<file path="src/rtl/mux_arbiter.sv">
// mux_arbiter: round-robin arbiter granting one of four requesters a muxed data path for up to HOLD_MAX samples
module mux_arbiter #(
   parameter int HOLD_MAX = 4
) (
   input  logic       clk,
   input  logic       rst_n,
   input  logic [3:0] req,
   input  logic [3:0] d,
   output logic [3:0] grant,
   output logic [1:0] sel,
   output logic       y,
   output logic       y_valid,
   output logic       busy
);
   typedef enum logic {IDLE, BUSY} state_t;
   state_t state;
   logic [1:0] ptr;
   logic [3:0] cnt;
   logic [7:0] dbl;
   logic [3:0] rot;
   logic [1:0] winner;
   logic       rel;
   // rotate so rot[0] is the requester currently holding top priority
   always_comb begin
      dbl    = {req, req};
      rot    = dbl[ptr +: 4];
      winner = ptr + (rot[0] ? 2'd0 : rot[1] ? 2'd1 : rot[2] ? 2'd2 : 2'd3);
      rel    = !req[sel] || cnt == 4'(HOLD_MAX - 1);
   end
   always_ff @(posedge clk) begin
      if (!rst_n) begin
         state   <= IDLE;
         ptr     <= 2'd0;
         sel     <= 2'd0;
         grant   <= 4'd0;
         y       <= 1'b0;
         y_valid <= 1'b0;
         busy    <= 1'b0;
         cnt     <= 4'd0;
      end else if (state == IDLE) begin
         y_valid <= 1'b0;
         if (|req) begin
            state <= BUSY;
            sel   <= winner;
            grant <= 4'b0001 << winner;
            busy  <= 1'b1;
            cnt   <= 4'd0;
         end
      end else begin
         y_valid <= req[sel];
         if (req[sel]) y <= d[sel];
         if (rel) begin
            state <= IDLE;
            grant <= 4'd0;
            busy  <= 1'b0;
            ptr   <= sel + 2'd1;
            cnt   <= 4'd0;
         end else cnt <= cnt + 4'd1;
      end
   end
endmodule
</file>
<file path="config.mk">
export PLATFORM = sky130hd
export DESIGN_NAME = mux_arbiter
export DESIGN_NICKNAME = d
export VERILOG_FILES = /design/src/rtl/mux_arbiter.sv
export SDC_FILE = /design/constraint.sdc
export NUM_CORES = 1
export LEC_CHECK = 0
export CORE_MARGIN = 2
export CORE_UTILIZATION = 55
export CTS_CLUSTER_SIZE = 24
export DETAILED_ROUTE_END_ITERATION = 8
export DONT_BUFFER_PORTS = 1
export GPL_TIMING_DRIVEN = 0
export PLACE_DENSITY = 0.77
export SKIP_LAST_GASP = 1
export SYNTH_ARGS = -nofsm -noshare
export SYNTH_HDL_FRONTEND = slang
export SYNTH_SLANG_ARGS = --single-unit
</file>
<file path="constraint.sdc">
create_clock -name clk -period 2.85 [get_ports clk]
set_input_delay 0.57 -clock clk [delete_from_list [all_inputs] [get_ports clk]]
set_output_delay 0.57 -clock clk [all_outputs]
set_load 0.01 [all_outputs]
</file>
==> results of run 1 <==
power groups by stage:
stage	sequential (uW)	clock, uW	combinational [uW]
global route	276	160	168
detailed placement	277	0	151
CTS	272	155	152
floorplan	273	0	129
global placement	277	0	145
finish	272	152	150
cell usage after synthesis (2+ instances only):
cell type  instances  share of area (%)
buf_2              6                3.1
dfxtp_1           16                 34
a211oi_1           2                1.6
o2bb2ai_1          3                2.7
inv_1              2               0.79
nand2_1            9                3.5
buf_6              2                2.4
a21oi_1            5                2.6
mux4_2             2                4.7
nand2b_1           4                2.6
a31oi_1            2                1.3
nand3_1            3                1.6
ha_1               2                2.6
mux2i_1            3                3.1
a211oi_2           2                2.6
nor2_1            10                3.9
nand3b_1           3                2.4
nor3_1             3                1.6
o21ai_0            4                2.1
a32o_2             2                2.4
sequential cells by signal, indices dropped and copies added, names as in the netlist:
signal	count
busy	1
cnt	4
grant	4
ptr	2
sel	2
state	1
y	1
y_valid	1
kinds of logic (layout without fill, tap and decap cells):
logic type	after synthesis	count (layout)	synth area share, %
compound gates	29	29	24.6
xor+xnor	1	1	0.916
fa+ha+maj	2	2	2.62
buf+inv	11	15	6.68
flops	16	16	33.5
mux	5	5	7.85
simple gates	40	40	23.8
metal layers:
layer,wire [um],part of all wire (%)
met5,0,0
met4,38,2.1
met3,120,6.5
met2,839,46
met1,842,46
path summary, 6_finish.rpt:
kind	startpoint	end	slack [ps]
max reg2reg	ptr[1]	grant[1]	530
max	ptr[1]	grant[1]	530
min	rst_n	sel[1]	410
min reg2reg	cnt[0]	cnt[0]	520
area by class of cell:
type,count,share of cell area [%]
Multi-Input combinational cell,77,56.4
Sequential cell,16,31.6
Buffer,8,5.19
Clock buffer,4,3.58
Tap cell,17,2.10
Inverter,3,1.11
metrics by stage:
step / total power (uW) / cells / area, um^2
2_1_floorplan: 402 / 104 / 956
3_3_place_gp: 422 / 121 / 977
3_5_place_dp: 428 / 121 / 977
4_1_cts: 579 / 125 / 1010
5_1_grt: 605 / 125 / 1010
6_report: 574 / 125 / 1010
==> flow_metrics.py, run 1 <==
metrics = {
    "sta": {
        "slew_viol_final": 0,
        "grt_setup_unrepaired": "no",
        "slew_headroom_pct": 72.7,
        "finalWorstSetupSlack_ps": 533,
        "hold_violations": 0,
        "worst_pin_slew_ps": 407,
        "hold_slack_ps": 411,
        "timing.fmax_ghz": 0.432,
        "min_period_over_period_pct": 81.3,
        "clock_skew_ps": 3.00,
        "setup_viol": 0,
        "finalCriticalPeriod_ps": 2320,
        "fin_tns_setup_ps": 0,
    },
    "final_layout": {
        "seq_area_um2": 320,
        "post-route-util_pct": 60.7,
        "n_antenna_cell": 0,
        "syn_to_final_growth_pct": 6.02,
        "num-fill-cells": 156,
        "final_common_cell": "dfxtp_1",
        "drive_above_1_share_pct": 22.2,
        "mostFrequentLayoutCells": "16 x dfxtp_1, 10 x nor2_1, 9 x nand2_1, 6 x buf_2, 5 x a21oi_1",
        "multiInputGateArea_um2": 572,
        "finalNetCount": 121,
    },
    "global_routing": {
        "grt-ovfl-total": 0,
        "track_usage_pct": 20.3,
        "use_met1_pct": 25.8,
        "use_met3_pct": 3.17,
        "grt_most_used_layer": "met2",
        "grt_use_met2_pct": 33.0,
        "grt_pass1_vias": 732,
        "grt_first_pass_wirelength_mm": 3.08,
        "grt_max_degree": 11,
        "antenna_found_initial": 0,
    },
    "logic_synthesis": {
        "synth.distinct_cells": 39,
        "synth-seq-cells": 16,
        "ys_seq_area_share_pct": 33.5,
        "yosys_warnings": 0,
        "synth_edf_count": 0,
        "synth_area_um2": 956,
        "avgSynthCellArea_um2": 9.19,
        "syn_inst": 104,
        "mappedNetlistNets": 116,
        "synth_flop_cell": "dfxtp_1",
        "async_flop_share_pct": 0,
    },
    "pwr": {
        "total_leakage_power_uw": 0.000380,
        "p_per_area_mw_per_mm2": 567,
        "switching_share_pct": 31.4,
        "ir_drop_v": 0.000410,
        "power.share.clock_pct": 26.4,
        "switchingPower_uw": 180,
        "p_int_uw": 394,
        "pwr-share-seq_pct": 47.4,
        "p_comb_share_pct": 26.2,
    },
    "run": {
        "drv_cap": 0,
    },
    "setup_path": {
        "path_buf_inv": 2,
        "path_cells": "buf_2 > nand2b_1 > a21oi_1 > a21oi_1 > nand2_1 > ha_1 > buf_2 > or4b_1 > o2111ai_1 > o311a_2 > a32o_2",
        "arrival_ps": 2560,
        "cpPeakStageDelay_ps": 510,
        "cp_data_required_time_ps": 3090,
        "crit_family": "compound AO/OA/AOI/OAI gates",
        "crit_slowest_cell": "or4b_1",
        "start_kind": "flop",
        "crit_type": "flop to flop",
        "end_kind": "flop",
        "rr_worst_depth": 11,
        "cp_num_cells": 11,
        "worstPathMaxFanout": 10,
    },
    "placed_design": {
        "routabilityCongestion": 0.750,
        "port_buffers": 0,
        "pre_cts_ws_ps": 277,
        "hpwlAfterDp_mm": 1.36,
    },
    "routing": {
        "num_vias": 803,
        "drtPass1Iterations": 4,
        "viasPerCell": 6.42,
        "route.detailed.drc": 0,
        "drt_iter0_markers": 11,
        "wl_per_cell_um": 14.7,
        "drt_wl_total_mm": 1.84,
        "postRouteAntennaNets": 0,
    },
    "worst_hold_path": {
        "min_path_cells": 2,
        "hp-class": "input pin to flop",
    },
    "clocking": {
        "cts_resized": 0,
        "post_cts.repair.setup_buffers": 0,
        "cts_made_buffers": 3,
        "tritoncts": "yes",
        "root_buffer": "clkbuf_4",
        "clk_pin_slew_ps": 90,
        "clk_latency_ps": 290,
        "cts_hold_buf": 0,
        "cts_max_level": 1,
        "clock_sinks": 16,
        "cts_buffer_depth": 2,
    },
    "die": {
        "dieArea_mm2": 0.00209,
        "initial_core_util_pct": 57.2,
        "core-area_mm2": 0.00167,
        "die_w_um": 45.7,
        "io_pins": 19,
        "rows": 15,
        "die_height_um": 45.7,
    },
    "outcome": {
        "status": "finished, final reports clean",
    },
}
Power figures use the tool's default switching activity.
==> inputs of run 2 (changes only) <==
- ABC_AREA: not set -> 1
- clock period: 2.85 -> 2.35 ns (I/O delays scaled with it)
==> run 2 against run 1 <==
Effect of this change: total power increased by 31%; worst hold slack got worse by 110 ps; via count increased by 1.0%; final cell count increased by 19%; design area decreased by 6.2%; critical path depth decreased by 1; core utilization increased by 1.7 points; register-to-register slack improved by 60 ps.
==> flow_metrics.py, run 2 <==
metrics = {
    "outcome": {
        "status": "finished, final reports clean",
    },
    "final_layout": {
        "fin_area_um2": 951,
        "syn_to_final_growth_pct": 4.68,
        "reg.largest.list": "cnt: 4 flops, grant: 4 flops",
        "mostFrequentLayoutCells": "33 x nand2_1, 17 x nor2_1, 16 x dfxtp_1, 14 x inv_1, 9 x nand3_1",
        "drive_above_1_share_pct": 15.0,
        "n_antenna_cell": 0,
        "final_common_cell": "nand2_1",
        "finalNetCount": 147,
        "post-route-util_pct": 62.4,
    },
    "routing": {
        "num_vias": 811,
        "drt_wl_total_mm": 1.69,
        "postRouteAntennaNets": 0,
        "drtPass1Iterations": 4,
        "drt_iter0_markers": 13,
        "route.detailed.drc": 0,
        "wl_per_cell_um": 11.4,
        "viasPerCell": 5.44,
    },
    "logic_synthesis": {
        "synth_edf_count": 0,
        "synth_area_leader_cell": "dfxtp_1",
        "synth-seq-cells": 16,
        "avgSynthCellArea_um2": 6.99,
        "synth-compound-area-share_pct": 15.4,
        "synth_top_area_share_pct": 35.3,
        "synth.most_common_cell": "nand2_1",
        "ys_seq_area_share_pct": 35.3,
        "yosys_warnings": 0,
        "synth_top_family_by_area": "simple AND/OR/NAND/NOR gates",
        "synthTopCellsByCount": "33 x nand2_1, 17 x nor2_1, 16 x dfxtp_1",
        "synth-simple-area-share_pct": 35.4,
        "synth_flop_cell": "dfxtp_1",
        "mappedNetlistNets": 142,
        "synth_area_um2": 908,
        "syn_inst": 130,
        "synth_xor_area_share_pct": 2.89,
        "synthMuxAreaShare_pct": 0,
        "async_flop_share_pct": 0,
        "synth.distinct_cells": 25,
        "synth_fa_ha_area_share_pct": 2.75,
        "synth_area_leaders": "dfxtp_1 35%, nand2_1 14%, nor2_1 7.0%",
    },
    "clocking": {
        "cts_made_buffers": 3,
        "cts_max_level": 1,
        "cts_buffer_depth": 2,
        "cts_resized": 0,
        "root_buffer": "clkbuf_4",
        "cts_hold_buf": 0,
        "clk_pin_slew_ps": 90,
        "clk_latency_ps": 290,
        "clock_sinks": 16,
        "tritoncts": "yes",
        "post_cts.repair.setup_buffers": 0,
    },
    "global_routing": {
        "grt_first_pass_wirelength_mm": 2.91,
        "grt_max_degree": 11,
        "grt-ovfl-total": 0,
        "antenna_found_initial": 0,
        "track_usage_pct": 20.0,
        "grt_pass1_vias": 778,
    },
    "sta": {
        "min_period_over_period_pct": 74.8,
        "slew_viol_final": 0,
        "fin_tns_setup_ps": 0,
        "timing.fmax_ghz": 0.569,
        "hold_violations": 0,
        "worst_pin_slew_ps": 578,
        "clock_skew_ps": 4.72,
        "hold_slack_ps": 302,
        "setup_viol": 0,
        "finalCriticalPeriod_ps": 1760,
        "slew_headroom_pct": 61.5,
        "grt_setup_unrepaired": "no",
    },
    "die": {
        "io_pins": 19,
        "die_height_um": 44.6,
        "core-area_mm2": 0.00152,
        "initial_core_util_pct": 59.6,
        "rows": 14,
        "die_w_um": 44.6,
        "dieArea_mm2": 0.00199,
    },
    "setup_path": {
        "cpPeakStageDelay_ps": 330,
        "crit_slowest_cell": "dfxtp_1",
        "crit_type": "flop to flop",
        "start_kind": "flop",
        "worstPathMaxFanout": 8,
        "cp_data_required_time_ps": 2570,
        "arrival_ps": 1980,
        "end_kind": "flop",
        "path_cells": "buf_6 > inv_1 > nand2_1 > nand2_1 > nor2_1 > o31ai_1 > ha_1 > nor2_1 > nand3_1 > a21oi_2",
    },
    "placed_design": {
        "placed_cell_area_um2": 928,
        "port_buffers": 0,
        "routabilityCongestion": 0.765,
        "hpwlAfterDp_mm": 1.34,
    },
    "pwr": {
        "total_leakage_power_uw": 0.000427,
        "p_per_area_mw_per_mm2": 789,
        "ir_drop_v": 0.000460,
        "finalPower_uw": 750,
    },
    "run": {
        "drv_cap": 0,
    },
    "worst_hold_path": {
        "hp-class": "input pin to flop",
    },
}
==> run 2: changes by cell type in the layout (fill, tap and decap cells not counted), sizes merged, moves of 5 or more <==
cell	before	now
nor2	10	18
buf	8	1
nand3	3	12
inv	2	16
nand2	9	38
a21oi	6	11
==> run 2: cells by family after synthesis <==
| group | count (synthesis) |
|---|---|
| buffers and inverters | 18 |
| flip-flops | 16 |
| AO/OA/AOI/OAI | 22 |
| AND/OR/NAND/NOR | 69 |
| XOR/XNOR | 3 |
| adder cells (fa/ha/maj) | 2 |
==> run 2: metal layers <==
metal | routed length (um) | GRT usage [%] | part of all wire (%) | vias up
met5 | 0 | 0 | 0 | -
met4 | 11 | 6.67 | 0.65 | 0
met1 | 775 | 22.5 | 46 | 367
met3 | 79 | 8.16 | 4.7 | 2
met2 | 825 | 33.9 | 49 | 11
li1 | - | - | - | 431
==> run 2: final timing paths <==
check | endpoint | slack [ps] | cells past startpoint | from
worst min-delay path | y | 300 | 2 | rst_n
worst min register to register | cnt[1] | 500 | 2 | cnt[1]
worst max-delay path | grant[0] | 590 | 10 | ptr[0]
worst max register to register | grant[0] | 590 | 10 | ptr[0]
==> run 2: layout make-up <==
type,count,area (um^2)
fillers,142,573
multi-input cells,96,513
flip-flops and latches,16,320
inverters,16,60.1
clock buffers,3,22.5
well taps,16,20.0
plain buffers,2,15.0
==> run 2: metrics by stage <==
| stage | std cells | setup WS [ps] |
|---|---|---|
| floorplan | 130 | 700 |
| global placement | 146 | 517 |
| detailed placement | 146 | 518 |
| CTS | 149 | 563 |
| global route | 149 | 448 |
| finish | 149 | 593 |
==> run 2: critical path, delay by kind of cell, from the launching register on <==
family	cells	cell delay, ps
and+or+nand+nor	5	530
DFF	1	330
buffers and inverters	2	190
adders and majority gates	1	280
AOI/OAI and AO/OA	2	360
==> run 2: power breakdown <==
| part | internal, uW | switching (uW) |
|---|---|---|
| Clock | 59.7 | 82.1 |
| Combinational | 95.0 | 153 |
| Sequential | 310 | 50.0 |
